<file path="src/rtl/useq_ctrl.sv">
// useq_ctrl - microsequencer driving the micro-program counter (MPC).
//
// Each cycle in RUN the sequencing code of the current microinstruction is
// decoded and the MPC load controls are driven combinationally, so the MPC
// advances on the same edge (one microinstruction per cycle).
//
// Ports:
//   clk, rst_n            clock, asynchronous active-low reset
//   run_i                 start pulse (leaves IDLE/HALT, MPC cleared to 0)
//   upc_i                 current MPC value
//   uop_ctrl_i/cond_i/inv_i/addr_i  next-address field of the microinstruction
//   flags_i               {V,N,C,Z} registered ALU flags
//   map_addr_i, ir_valid_i, ir_ready_o  opcode dispatch handshake
//   loop_ld_i, loop_val_i loop counter load (LOOP_CNT_EN builds only)
//   mpc_en_o, mpc_sel_o, mpc_in_o, mpc_next_o  MPC controls
//   running_o, halted_o, stack_err_o           status
//
// Optional build macro: LOOP_CNT_EN adds an 8-bit loop counter that replaces
// the N flag as condition 11 of CJMP.
//
// state  | meaning
// IDLE   | after reset, waiting for run
// RUN    | executing, one microinstruction per cycle
// MAPW   | waiting for ir_valid to dispatch an opcode
// HALT   | stopped by HALT code or stack fault, waiting for run
module useq_ctrl #(
   parameter int AW    = 16,
   parameter int DEPTH = 4
) (
   input  logic          clk,
   input  logic          rst_n,
   input  logic          run_i,
   input  logic [AW-1:0] upc_i,
   input  logic [2:0]    uop_ctrl_i,
   input  logic [1:0]    uop_cond_i,
   input  logic          uop_inv_i,
   input  logic [AW-1:0] uop_addr_i,
   input  logic [3:0]    flags_i,
   input  logic [AW-1:0] map_addr_i,
   input  logic          ir_valid_i,
   output logic          ir_ready_o,
   input  logic          loop_ld_i,
   input  logic [7:0]    loop_val_i,
   output logic          mpc_en_o,
   output logic [1:0]    mpc_sel_o,
   output logic [AW-1:0] mpc_in_o,
   output logic [AW-1:0] mpc_next_o,
   output logic          running_o,
   output logic          halted_o,
   output logic          stack_err_o
);

   localparam int SPW = $clog2(DEPTH) + 1;

   localparam logic [2:0] C_NEXT  = 3'b000;
   localparam logic [2:0] C_JMP   = 3'b001;
   localparam logic [2:0] C_CJMP  = 3'b010;
   localparam logic [2:0] C_CALL  = 3'b011;
   localparam logic [2:0] C_RET   = 3'b100;
   localparam logic [2:0] C_MAP   = 3'b101;
   localparam logic [2:0] C_FETCH = 3'b110;

   typedef enum logic [1:0] {S_IDLE, S_RUN, S_MAPW, S_HALT} state_t;

   state_t           state_q, state_d;
   logic [SPW-1:0]   sp_q, sp_d;
   logic             err_q, err_d;
   logic [AW-1:0]    stack_q [DEPTH];
   logic             push;
   logic             cond;
   logic [AW-1:0]    upc_inc;
   logic [SPW-2:0]   tos_idx;

   assign upc_inc = upc_i + AW'(1);
   // sp counts entries, so the top of stack lives one below it
   assign tos_idx = sp_q[SPW-2:0] - (SPW-1)'(1);

`ifdef LOOP_CNT_EN
   logic [7:0] cnt_q, cnt_d;
   logic       loop_dec;
   logic       unused_ok;
   assign unused_ok = flags_i[3];

   always_comb begin
      cnt_d = cnt_q;
      if (loop_ld_i)     cnt_d = loop_val_i;
      else if (loop_dec) cnt_d = cnt_q - 8'd1;
   end

   always_ff @(posedge clk or negedge rst_n) begin
      if (!rst_n) cnt_q <= 8'd0;
      else        cnt_q <= cnt_d;
   end
`else
   logic unused_ok;
   assign unused_ok = ^{flags_i[3], loop_ld_i, loop_val_i};
`endif

   always_comb begin
      cond = 1'b1;
      case (uop_cond_i)
         2'b01:   cond = flags_i[0];
         2'b10:   cond = flags_i[1];
`ifdef LOOP_CNT_EN
         2'b11:   cond = (cnt_q != 8'd0);
`else
         2'b11:   cond = flags_i[2];
`endif
         default: cond = 1'b1;
      endcase
      cond = cond ^ uop_inv_i;
   end

   always_comb begin
      state_d    = state_q;
      sp_d       = sp_q;
      err_d      = err_q;
      push       = 1'b0;
      mpc_en_o   = 1'b0;
      mpc_sel_o  = 2'b00;
      mpc_in_o   = '0;
      ir_ready_o = 1'b0;
      mpc_next_o = (state_q == S_RUN) ? upc_inc : '0;
`ifdef LOOP_CNT_EN
      loop_dec   = 1'b0;
`endif
      case (state_q)
         S_IDLE, S_HALT: begin
            if (run_i) begin
               mpc_en_o = 1'b1;
               sp_d     = '0;
               err_d    = 1'b0;
               state_d  = S_RUN;
            end
         end
         S_MAPW: begin
            if (ir_valid_i) begin
               ir_ready_o = 1'b1;
               mpc_en_o   = 1'b1;
               mpc_sel_o  = 2'b11;
               mpc_in_o   = map_addr_i;
               state_d    = S_RUN;
            end
         end
         default: begin
            case (uop_ctrl_i)
               C_NEXT: begin
                  mpc_en_o  = 1'b1;
                  mpc_sel_o = 2'b10;
               end
               C_JMP: begin
                  mpc_en_o  = 1'b1;
                  mpc_sel_o = 2'b11;
                  mpc_in_o  = uop_addr_i;
               end
               C_CJMP: begin
                  mpc_en_o  = 1'b1;
                  mpc_sel_o = cond ? 2'b11 : 2'b10;
                  mpc_in_o  = cond ? uop_addr_i : '0;
`ifdef LOOP_CNT_EN
                  loop_dec  = (uop_cond_i == 2'b11) && (cnt_q != 8'd0);
`endif
               end
               C_CALL: begin
                  if (sp_q == SPW'(DEPTH)) begin
                     err_d   = 1'b1;
                     state_d = S_HALT;
                  end else begin
                     push      = 1'b1;
                     sp_d      = sp_q + SPW'(1);
                     mpc_en_o  = 1'b1;
                     mpc_sel_o = 2'b11;
                     mpc_in_o  = uop_addr_i;
                  end
               end
               C_RET: begin
                  if (sp_q == '0) begin
                     err_d   = 1'b1;
                     state_d = S_HALT;
                  end else begin
                     sp_d      = sp_q - SPW'(1);
                     mpc_en_o  = 1'b1;
                     mpc_sel_o = 2'b11;
                     mpc_in_o  = stack_q[tos_idx];
                  end
               end
               C_MAP: begin
                  if (ir_valid_i) begin
                     ir_ready_o = 1'b1;
                     mpc_en_o   = 1'b1;
                     mpc_sel_o  = 2'b11;
                     mpc_in_o   = map_addr_i;
                  end else begin
                     state_d = S_MAPW;
                  end
               end
               C_FETCH: begin
                  mpc_en_o = 1'b1;
               end
               default: state_d = S_HALT;
            endcase
         end
      endcase
   end

   always_ff @(posedge clk or negedge rst_n) begin
      if (!rst_n) begin
         state_q <= S_IDLE;
         sp_q    <= '0;
         err_q   <= 1'b0;
      end else begin
         state_q <= state_d;
         sp_q    <= sp_d;
         err_q   <= err_d;
      end
   end

   // stack contents survive reset; only sp is cleared
   always_ff @(posedge clk) begin
      if (push) stack_q[sp_q[SPW-2:0]] <= upc_inc;
   end

   assign running_o   = (state_q == S_RUN) || (state_q == S_MAPW);
   assign halted_o    = (state_q == S_HALT);
   assign stack_err_o = err_q;

endmodule

</file>
<file path="config.mk">
export PLATFORM = sky130hd
export DESIGN_NAME = useq_ctrl
export DESIGN_NICKNAME = d
export VERILOG_FILES = /design/src/rtl/useq_ctrl.sv
export SDC_FILE = /design/constraint.sdc
export NUM_CORES = 1
export LEC_CHECK = 0
export ABC_AREA = 1
export CAP_MARGIN = 10
export CORE_AREA = 8 8 103 105
export DETAILED_ROUTE_END_ITERATION = 8
export DIE_AREA = 0 0 111 113
export PLACE_DENSITY_LB_ADDON = 0.05
export SLEW_MARGIN = 10
export SYNTH_ARGS = -nofsm -noshare
export SYNTH_HDL_FRONTEND = slang
export SYNTH_SLANG_ARGS = --single-unit
</file>
<file path="constraint.sdc">
create_clock -name clk -period 3 [get_ports clk]
set_input_delay 0.3 -clock clk [delete_from_list [all_inputs] [get_ports clk]]
set_output_delay 0.3 -clock clk [all_outputs]
set_load 0.1 [all_outputs]
</file>
* Word-level counts from Yosys, hierarchy flattened *
Memories as Yosys holds them, arrays and structs flattened.
Cells that the tools add are included.
Widths: inputs -> output; s select.

cells by class
  reductions and logical operators = 11
  bitwise logic cells = 2
  eq/ne operators = 23
  add/sub/neg operators = 4
  muxes and demuxes = 43

operator list
  operator               number
  $mux 16                5
  $pmux 16 s5            1
  $pmux 16 s2            1
  $add 16x1->16 const B  1
  $mux 2                 8
  $mux 1                 13
  $eq 3x3->1 const B     4
  $ne 3x3->1 const B     4
  $pmux 2 s6             1
  $pmux 3 s2             2
  $reduce_and 5->1       2
  $mux 3                 3
  $eq 2x2->1 const B     4
  $ne 4x4->1 const B     2
  $pmux 1 s2             4
  $pmux 2 s2             2
  $pmux 2 s4             1
  $eq 3x2->1 const B     2
  $logic_not 3->1        2
  $reduce_and 6->1       1
  $eq 2x1->1 const B     2
  $ne 2x2->1 const B     2
  $ne 4x3->1 const B     1
  $pmux 1 s4             1
  14 further kinds       14

storage, ports and cells
  input port bits = 71
  output and inout bits = 39
  word-level logic and storage cells = 87
  register bits = 6
  memories = 1
  bits in writable memories = 64

memory list
  name     depth  width  read ports  clocked after memory_dff  write ports  line  source
  stack_q  4      16     1           0                         1            68    logic [AW-1:0] stack_q [DEPTH];

* Longest topological paths before layout *
  depth after elaboration = 6
  depth in mapped cells = 14
  depth with buffers taken out = 11

* Least setup slack after synthesis *
Ideal clock, no wire load.

  kind = reg-to-output
  start = register state_q[1]
  end = output ir_ready_o
  path buffers = 1
  path slack = -300 ps
  data required time = 2700 ps
  stages on the path, launching flop included = 6
  data arrival time = 3000 ps
  cell sequence = dfrtp_1 inv_1 ha_1 buf_4 clkinv_1 o21ai_0

between the ends
  longest elaborated chain between the ends = 3
  elaborated cells between the ends (all ways) = 5
  classes of those cells = 2 x eq/ne; 1 x mux; 2 x reduce/logical

RTL lines
  item                                           line  source
  start, declared                                65    state_t state_q, state_d;
  start signal, assigned                         212   state_q <= state_d;
  $eq 2x2->1 or $logic_not 2->1 (tied branches)  127   case (state_q)
  $reduce_or 2->1                                -
  $pmux 1 s2 (*)                                 127
  end, declared                                  41    output logic ir_ready_o,

Mark *: on every way between the ends. The rest lies on a longest branch, timed or not.

* Worst setup path after layout *
  start = register sp_q[1]
  end = output mpc_in_o[14]

between the ends
  longest elaborated chain between the ends = 5
  elaborated cells between the ends (all ways) = 8
  classes of those cells = 1 x add/sub; 1 x eq/ne; 4 x mux; 1 x reduce/logical; 1 x memory

RTL lines
  item                    line  source
  start, declared         66    logic [SPW-1:0] sp_q, sp_d;
  start signal, assigned  213   sp_q <= sp_d;
  $sub 2x1->2             76    assign tos_idx = sp_q[SPW-2:0] - (SPW-1)'(1);
  $mem_v2 4x16            -
  $mux 16                 177   if (sp_q == '0) begin
  $pmux 16 s5 (*)         146   case (uop_ctrl_i)
  $pmux 16 s2 (*)         127
  end, declared           46    output logic [AW-1:0] mpc_in_o,

Marked as above.

==> flow_summary.yaml <==
layout:
  syn_to_final_growth_pct: 38.4
  post_route_cells_drive_above_1_share_pct: 13.3
  area_of_the_multi_input_gates_um2: 1830
  antenna_cells: 0
  finalNonFillerCells: 771
  fill_cells: 739
  sequential_cell_area_um2: 2070
  finish.net_count: 735
outcome:
  run_status: "complete, no violations"
clock_tree:
  post_cts.repair.setup_buffers: 0
  ctsLongestPathBuffers: 2
  cts_root_buf: "clkbuf_8"
  cts-resized-gates: 0
  cts_inserted_buffers: 9
  worstSkewPairLatency_ns: 0.34
  clock_sinks: 70
  clk_pin_slew_worst_paths_ns: 0.08
  cts_hold_buffers: 0
  tritoncts: "done"
  cts-htree-levels: 3
synthesis:
  ys_seq_area_share_pct: 47.3
  synthFlopType: "edfxtp_1"
  async_reset_ff_share_pct: 8.57
  syn-mean-instance-area_um2: 7.89
  synth_top_cell_by_area: "edfxtp_1"
  synthTopCellsByCount: "nand2_1 (197), inv_1 (88), edfxtp_1 (64), nand3_1 (30), nor2_1 (28)"
  yosys_register_bits: 70
  yosysWarnings: 0
  netlist_instances: 555
  post_synth_design_cell_area_um2: 4380
  synth.area.top_cells: "edfxtp_1 (44%), nand2_1 (17%), inv_1 (7.5%)"
  yosysMostFrequentCell: "nand2_1"
  synth_edf_count: 64
  syn_nets: 635
  synth_cell_types: 39
  synth_top_area_share_pct: 43.9
sta:
  final_period_minus_worst_setup_slack_ns: 2.68
  report.final.hold_viol_count: 0
  layout_worst_path_cycle_share_pct: 89.4
  fin_setup_tns_ns: 0
  slew_headroom_pct: 51.0
  setup_viol: 0
  finalClockSkew_ns: 0.0156
  timing_worst_slew_pin_value_ns: 0.734
  rsz0062_at_grt: "false"
  drv_slew: 0
  max_freq_ghz: 0.373
  final.setup.worst_slack_ns: 0.319
setup_path:
  crit_path_max_fanout: 32
  worst_path_most_repeated_cell: "nand2_1"
  combined_buffer_and_inverter_count_along_the_critical_path: 4
  critical_path.top_delay_family: "buffers and inverters"
  crit_path_top_delay_cell: "dfrtp_1"
  end_kind: "output port"
  worstSetupPathType: "reg -> out"
  worstPathCellList: "inv_1 > ha_1 > buf_4 > o211ai_1 > o21ai_1 > nand2_1 > nand2_1 > inv_1 > nand2_1 > nand2_1 > nand2_1 > buf_12"
  timing.critical_path.from_type: "flip-flop"
  largest_stage_delay_worst_path_ns: 0.46
  cp_data_arrival_time_ns: 2.38
  cp.required_ns: 2.70
detailed_routing:
  post_drt_wl_per_cell_um: 13.9
  finalWirelength_mm: 10.7
  drc: 0
  routed-via-count: 3822
  detailedRoute.firstPassIterationCount: 4
  via_per_inst: 4.96
  drt_iter0_drc: 252
  drt.antenna.violating_nets: 0
floorplanning:
  coreArea_um2: 8980
  floorplan.die.width_um: 111
  dieArea_um2: 12500
  die-height_um: 113
  floorplan.io_pins: 110
  rows: 35
  initial_core_util_pct: 48.8
global_routing:
  grt_pass1_vias: 3711
  antenna_violations_before_repair: 0
  grt_pass1_wl_mm: 17.7
  grt_overflow: 0
  grt_max_degree: 70
  globalRouteTotalUtil_pct: 17.2
pwr:
  power-per-cell-area_nw_per_um2: 879
  power.ir.vdd_worst_mv: 0.683
  total_leakage_power_uw: 0.00269
place:
  detailedPlacementHpwl_mm: 8.19
  port_buffers: 99
  post-place-ws_ns: 0.439
  placer_congestion: 0.821
  placed_cells_incl_taps: 755
job:
  max-cap-violations: 0
min_path:
  hp-class: "in -> async"
## logic make-up after synthesis
logic type / share of synthesized area [%]
AND/OR/NAND/NOR: 28.2
AO/OA/AOI/OAI: 8.66
buffers and inverters: 11.1
flip-flops: 47.3
adder cells (fa/ha/maj): 2.74
XOR/XNOR: 2.00
## per-stage QoR
| stage | power [uW] | hold WS [ns] | instance area (um^2) | util (%) |
|---|---|---|---|---|
| floorplan | 3400 | 0.00441 | 4390 | - |
| global placement | 4410 | 0.477 | 5810 | 64.7 |
| detailed placement | 4440 | 0.497 | 5810 | 64.7 |
| CTS | 5350 | 0.207 | 6050 | 67.4 |
| global route | 5560 | 0.227 | 6060 | 67.5 |
| finish | 5320 | 0.207 | 6060 | 67.5 |
## area by class of cell
class | instances | area share (%)
repair buffers | 109 | 23.2
clock inverters | 7 | 2.00
inverters | 94 | 5.97
multi-input cells | 371 | 30.3
flip-flops and latches | 70 | 34.2
clock buffers | 9 | 2.04
well taps | 111 | 2.29
## per-layer routing
layer | GRT usage (%) | routed length, um | part of all wire [%]
met1 | 21.4 | 4980 | 47
met2 | 27.7 | 4750 | 44
met3 | 4.92 | 818 | 7.7
met4 | 6.13 | 142 | 1.3
met5 | 0 | 0 | 0
## power breakdown
group	leakage, uW	switching (uW)	internal [uW]	total [uW]
Sequential	0.000651	36.5	1130	1160
Combinational	0.00191	2250	1000	3250
Clock	0.000124	354	556	911
Total	0.00269	2640	2680	5320
## cells in the final DEF, fill, tap and decap left out, types with 2 or more instances in the layout
cell,n
nand4_1,8
inv_2,4
buf_4,14
nor2_2,2
nand3_1,30
nand2_4,2
nor2_1,28
nand2_2,3
a21oi_1,4
inv_1,88
o211ai_1,16
bufinv_16,3
clkbuf_8,9
buf_12,35
o21ai_0,18
nor3_1,6
ha_1,8
nand2_1,197
edfxtp_1,64
dfrtp_1,5
xor2_1,9
nor2_8,2
clkinv_4,3
clkdlybuf4s50_1,60
o21ai_1,24
## flip-flops by register name, summed over array words and instances (netlist names)
name and cells:
stack_q 64, sp_q 3, state_q 2, stack_err_o 1
## final timing paths
| check | startpoint | end | slack [ns] | cells after the start |
|---|---|---|---|---|
| worst max-delay path | sp_q[1] | mpc_in_o[14] | 0.32 | 12 |
| worst min-delay path | rst_n | stack_err_o | 0.21 | 1 |
| worst max register to register | state_q[1] | stack_q[0][8] | 0.86 | 6 |
| worst min register to register | stack_err_o | stack_err_o | 0.51 | 2 |
| max in group asynchronous | rst_n | sp_q[0] | 2.54 | 1 |
| min in group clk | stack_err_o | stack_err_o | 0.51 | 2 |
Power figures use the tool's default switching activity.
